File: src/rtl/teclado_scan_ctrl.sv
// teclado_scan_ctrl: 4x4 keypad row scanner with debounce and ack handshake.
// Rows are driven one-hot (row r -> 4'b1000 >> r), columns are sensed
// active-high through a 2-flop synchronizer. An accepted key is reported as
// key_code = {row, c}, where c = 0 is col[3] and c = 3 is col[0]. It is held
// on key_valid until key_ack is sampled.
// Optional feature: define TECLADO_REPEAT_EN for auto-repeat while a key is held.
module teclado_scan_ctrl #(
  parameter int SCAN_DIV     = 4,
  parameter int DEBOUNCE_CNT = 8,
  parameter int REPEAT_CYC   = 32
) (
  input  logic       clk_sec,
  input  logic       rst_n,
  input  logic [3:0] col,
  input  logic       key_ack,
  output logic [3:0] ent_teclado,
  output logic [3:0] key_code,
  output logic       key_valid
);

  // Parameter legality is checked at elaboration time.
  if (SCAN_DIV < 2 || SCAN_DIV > 255 || DEBOUNCE_CNT < 1 || DEBOUNCE_CNT > 255 ||
      REPEAT_CYC < 1 || REPEAT_CYC > 65535) begin : g_param_err
    $error("teclado_scan_ctrl: parameter out of range");
  end

  localparam logic [7:0] SCAN_LAST = 8'(SCAN_DIV - 1);
  localparam logic [7:0] DEB_LAST  = 8'(DEBOUNCE_CNT - 1);

  typedef enum logic [1:0] {SCAN, DEBOUNCE, VALID, RELEASE} state_t;

  state_t      state_q, state_d;
  logic [3:0]  sync1_q, scol_q;
  logic [1:0]  row_q, row_d;
  logic [1:0]  c_q, c_d;
  logic [7:0]  cnt_q, cnt_d;
  logic [3:0]  ent_q, ent_d;
  logic [3:0]  code_q, code_d;
  logic        valid_q, valid_d;
  logic [1:0]  c_pri;
  logic        key_bit;
`ifdef TECLADO_REPEAT_EN
  localparam logic [15:0] REP_LAST = 16'(REPEAT_CYC - 1);
  logic [15:0] rep_q, rep_d;
`endif

  assign ent_teclado = ent_q;
  assign key_code    = code_q;
  assign key_valid   = valid_q;

  // Synchronized level of the captured column (c = 0 maps to scol[3]).
  assign key_bit = scol_q[~c_q];

  // Column priority: col[3] wins, so the highest set scol bit gives the lowest c.
  always_comb begin
    c_pri = 2'd3;
    casez (scol_q)
      4'b1???: c_pri = 2'd0;
      4'b01??: c_pri = 2'd1;
      4'b001?: c_pri = 2'd2;
      default: c_pri = 2'd3;
    endcase
  end

  // Next-state and registered-output logic for the scan/debounce/ack FSM.
  always_comb begin
    state_d = state_q;
    row_d   = row_q;
    c_d     = c_q;
    cnt_d   = cnt_q;
    code_d  = code_q;
    valid_d = valid_q;
`ifdef TECLADO_REPEAT_EN
    rep_d   = rep_q;
`endif
    case (state_q)
      SCAN: begin
        if (cnt_q == SCAN_LAST) begin
          cnt_d = 8'd0;
          if (scol_q == 4'h0) begin
            row_d = row_q + 2'd1;
          end else begin
            c_d     = c_pri;
            state_d = DEBOUNCE;
          end
        end else begin
          cnt_d = cnt_q + 8'd1;
        end
      end
      DEBOUNCE: begin
        if (!key_bit) begin
          // Bounce: abandon the candidate and rescan the same row from scratch.
          cnt_d   = 8'd0;
          state_d = SCAN;
        end else if (cnt_q == DEB_LAST) begin
          cnt_d   = 8'd0;
          code_d  = {row_q, c_q};
          valid_d = 1'b1;
          state_d = VALID;
        end else begin
          cnt_d = cnt_q + 8'd1;
        end
      end
      VALID: begin
        // Only an acknowledge retires the event; a release here is ignored.
        if (key_ack) begin
          valid_d = 1'b0;
          cnt_d   = 8'd0;
          state_d = RELEASE;
`ifdef TECLADO_REPEAT_EN
          rep_d   = 16'd0;
`endif
        end
      end
      RELEASE: begin
        if (!key_bit) begin
`ifdef TECLADO_REPEAT_EN
          rep_d = 16'd0;
`endif
          if (cnt_q == DEB_LAST) begin
            cnt_d   = 8'd0;
            row_d   = row_q + 2'd1;
            state_d = SCAN;
          end else begin
            cnt_d = cnt_q + 8'd1;
          end
        end else begin
          cnt_d = 8'd0;
`ifdef TECLADO_REPEAT_EN
          if (rep_q == REP_LAST) begin
            rep_d   = 16'd0;
            valid_d = 1'b1;
            state_d = VALID;
          end else begin
            rep_d = rep_q + 16'd1;
          end
`endif
        end
      end
      default: state_d = SCAN;
    endcase
    ent_d = 4'b1000 >> row_d;
  end

  // State, synchronizer and output registers.
  always_ff @(posedge clk_sec or negedge rst_n) begin
    if (!rst_n) begin
      state_q <= SCAN;
      sync1_q <= 4'h0;
      scol_q  <= 4'h0;
      row_q   <= 2'd0;
      c_q     <= 2'd0;
      cnt_q   <= 8'd0;
      ent_q   <= 4'b1000;
      code_q  <= 4'h0;
      valid_q <= 1'b0;
`ifdef TECLADO_REPEAT_EN
      rep_q   <= 16'd0;
`endif
    end else begin
      state_q <= state_d;
      sync1_q <= col;
      scol_q  <= sync1_q;
      row_q   <= row_d;
      c_q     <= c_d;
      cnt_q   <= cnt_d;
      ent_q   <= ent_d;
      code_q  <= code_d;
      valid_q <= valid_d;
`ifdef TECLADO_REPEAT_EN
      rep_q   <= rep_d;
`endif
    end
  end

endmodule

File: config.mk
export PLATFORM = sky130hd
export DESIGN_NAME = teclado_scan_ctrl
export DESIGN_NICKNAME = d
export VERILOG_FILES = /design/src/rtl/teclado_scan_ctrl.sv
export SDC_FILE = /design/constraint.sdc
export NUM_CORES = 1
export LEC_CHECK = 0
export CAP_MARGIN = 40
export CORE_ASPECT_RATIO = 1.1
export CORE_UTILIZATION = 55
export CTS_CLUSTER_DIAMETER = 30
export DETAILED_ROUTE_END_ITERATION = 6
export GPL_TIMING_DRIVEN = 1
export PLACE_DENSITY_LB_ADDON = 0.1
export SYNTH_ARGS = -nofsm -noshare
export SYNTH_HDL_FRONTEND = slang
export SYNTH_SLANG_ARGS = --single-unit
File: constraint.sdc
create_clock -name clk_sec -period 2.8 [get_ports clk_sec]
set_input_delay 0.56 -clock clk_sec [delete_from_list [all_inputs] [get_ports clk_sec]]
set_output_delay 0.56 -clock clk_sec [all_outputs]
set_load 0.02 [all_outputs]
==> out/metrics.cfg <==
[setup_path]
critPathCaptureType=flop
startpoint_type=flop
cp_cell_sequence=ha_1 -> nor3b_1 -> nand4_1 -> mux2_1 -> a211o_1 -> nor2b_1
regToRegStartpoint=cnt_q[0]$_DFFE_PN0N_
arrival_ps=2330
max_stage_delay_ps=390
crit_path_max_fanout=7
crit_start=cnt_q[0]$_DFFE_PN0N_
critPathTopFamily=simple AND/OR/NAND/NOR gates
cp.required_ps=3010
critPathBufInv=0
slowest_stage=dfrtp_1
setup.worst_path.class=flop to flop

[clock_network]
holdBufCountCts=0
htree_num_levels=2
worst_skew_pair.late_latency_ps=330
clkTransAtPathRegs_ps=100
cts.sinks=31
cts_resized=0
cts_tree=built
cts_buffer_depth=2
cts_made_buffers=5
post_cts_buffers=0
cts-root-buf=clkbuf_4

[global_route]
grt_pass1_vias=1075
track_usage=0.226
antenna_found_initial=0
overflow=0
grt_max_degree=32
grt_pass1_wl_um=4800

[sta]
layout_setup_ws_ps=681
fin_crit_sh=0.757
rsz0062_at_grt=no
min_period_ps=2120
setup_viol=0
clock_skew_ps=9.60
finalHoldViolations=0
worstMarginPinSlew_ps=530
finalSetupTns_ps=0
slew_viol_final=0
fmax_mhz=472
relSlewSlack=0.646

[detailed_routing]
viasPerCell=5.76
final_antenna_net_count=0
totalWireLength_um=2730
num_vias=1095
drtIter0Drc=27
drtPass1Iterations=4
wire_per_inst_um=14.4
drcViolationCount=0

[power_and_ir_drop]
power.switching_w=0.000505
internal_power_w=0.000956
ir_drop_mv=0.688
p_leak_nw=0.825
switching_share=0.345
combPwrFrac=0.335
clkPwrFrac=0.249
p_seq_frac=0.416
power.density_mw_per_mm2=815

[finish]
fillers=200
layout_commonest_cell=dfrtp_1
finalNetCount=170
drive_gt1_frac=0.113
utilization=0.698
design_area_mm2=0.00179
antennaDiodeCount=0
layout_common_cells=dfrtp_1 (30), clkdlybuf4s50_1 (15), nor2_1 (13), nand2_1 (13)
multi_input_area_um2=709
areaGrowthSynthToFinish_pct=17.9
ff_latch_area_um2=777

[synthesis]
synth_top_family_by_area=simple AND/OR/NAND/NOR gates
synth_edf_count=0
ys_ff_latch=31
yosysSeqAreaShare=0.511
syn_area_mm2=0.00152
synth-main-ff-cell=dfrtp_1
synth.area.mux_share=0.0658
async_flop_share=1.00
synthCells=138
synthAdderAreaFrac=0.0412
synthSimpleGateAreaFrac=0.208
synth_nets=150
synth_cell_types=45
syn_avg_cell_area_um2=11.0
synth_compound_area_frac=0.128
synth_xor_area_frac=0.0230
yosys_warnings=0

[placement]
placed_cell_area_mm2=0.00171
routabilityCongestion=0.839
portBuffers=15
dp_hpwl_um=1950
pre_cts_ws_ps=717

[floorplan]
io_pins=16
die_area_mm2=0.00298
core_region_area_mm2=0.00257
initial_utilization=0.592
die_w_um=52.1
rows=19
chipHeight_um=57.1

[worst_hold_path]
hold_class=flop to flop
hp-start=sync1_q[3]$_DFF_PN0_

[flow_run]
drv_cap=0

[run_status]
status=complete, no violations

-- cell usage after synthesis, types with 2 or more instances --
cell      count  area share
mux2_1        6       0.044
a31oi_1       2      0.0082
nor3_1        2      0.0066
xor2_1        2       0.012
dfrtp_1      30        0.49
nor2b_1       4       0.016
nand4_1       2      0.0082
a21oi_1       6       0.020
xnor2_1       2       0.012
and2_1        4       0.016
nand2_1      13       0.032
inv_1         6       0.015
or3_1         3       0.012
nand3_1       3      0.0099
ha_1          5       0.041
nor2_1       13       0.032
nand2b_1      2      0.0082
clkbuf_1      3      0.0074
a21o_1        3       0.015
o21ai_1       2      0.0066
-- cell families after synthesis --
kind of cell	count (synthesis)
xor gates and xnor gates	4
adders and majority gates	5
muxes	8
DFF	31
and+or+nand+nor	55
AOI/OAI and AO/OA	26
buffers and inverters	9
-- stage by stage --
stage	hold slack (ps)	power (W)	instances
after floorplan	264	0.000969	138
after CTS	356	0.00147	190
final	354	0.00146	190
after global placement	333	0.00108	182
after detailed placement	335	0.00110	182
after global routing	361	0.00156	190
-- cell type report --
class,count,area share
Tap cell,31,0.0216
Multi-Input combinational cell,98,0.396
Timing Repair Buffer,16,0.0880
Clock inverter,2,0.0196
Clock buffer,6,0.0286
Sequential cell,31,0.434
Inverter,6,0.0126
-- metal layers --
| layer | up-vias | routed length [µm] | GRT usage |
|---|---|---|---|
| met3 | 5 | 104 | 0.0773 |
| met4 | 0 | 42 | 0.0927 |
| met1 | 539 | 1220 | 0.291 |
| met2 | 17 | 1360 | 0.348 |
| met5 | - | 0 | 0 |
| li1 | 534 | - | - |
-- final timing paths --
check                                           endpoint  slack [ps]  cells past startpoint
worst min-delay path                 scol_q[3]$_DFF_PN0_         350                      0
worst max-delay path            ent_teclado[1]$_DFF_PN0_         680                      6
worst min register to register       scol_q[3]$_DFF_PN0_         350                      0
worst max register to register  ent_teclado[1]$_DFF_PN0_         680                      6
max in group asynchronous       ent_teclado[3]$_DFF_PN1_        1880                      2
min in group asynchronous           cnt_q[4]$_DFFE_PN0N_         600                      2
-- flip-flops by register name, indices dropped and copies added (netlist names), named ones only --
name	flops
ent_teclado	4
c_q	2
cnt_q	8
scol_q	4
key_code	4
sync1_q	4
key_valid	1
state_q	1
row_q	2
-- power by group through the flow --
| stage | registers [W] | clock network, W | logic [W] |
|---|---|---|---|
| 6_report | 0.000607 | 0.000364 | 0.000490 |
| 5_1_grt | 0.000619 | 0.000389 | 0.000552 |
| 4_1_cts | 0.000607 | 0.000369 | 0.000493 |
| 3_5_place_dp | 0.000617 | 0 | 0.000483 |
| 3_3_place_gp | 0.000610 | 0 | 0.000473 |
| 2_1_floorplan | 0.000600 | 0 | 0.000369 |
-- worst reg2reg max path, stage by stage (launching register included) --
cell	delay (ps)
dfrtp_1	390
ha_1	300
nor3b_1	330
nand4_1	150
mux2_1	330
a211o_1	350
nor2b_1	150
(Power assumes the default switching activity.)
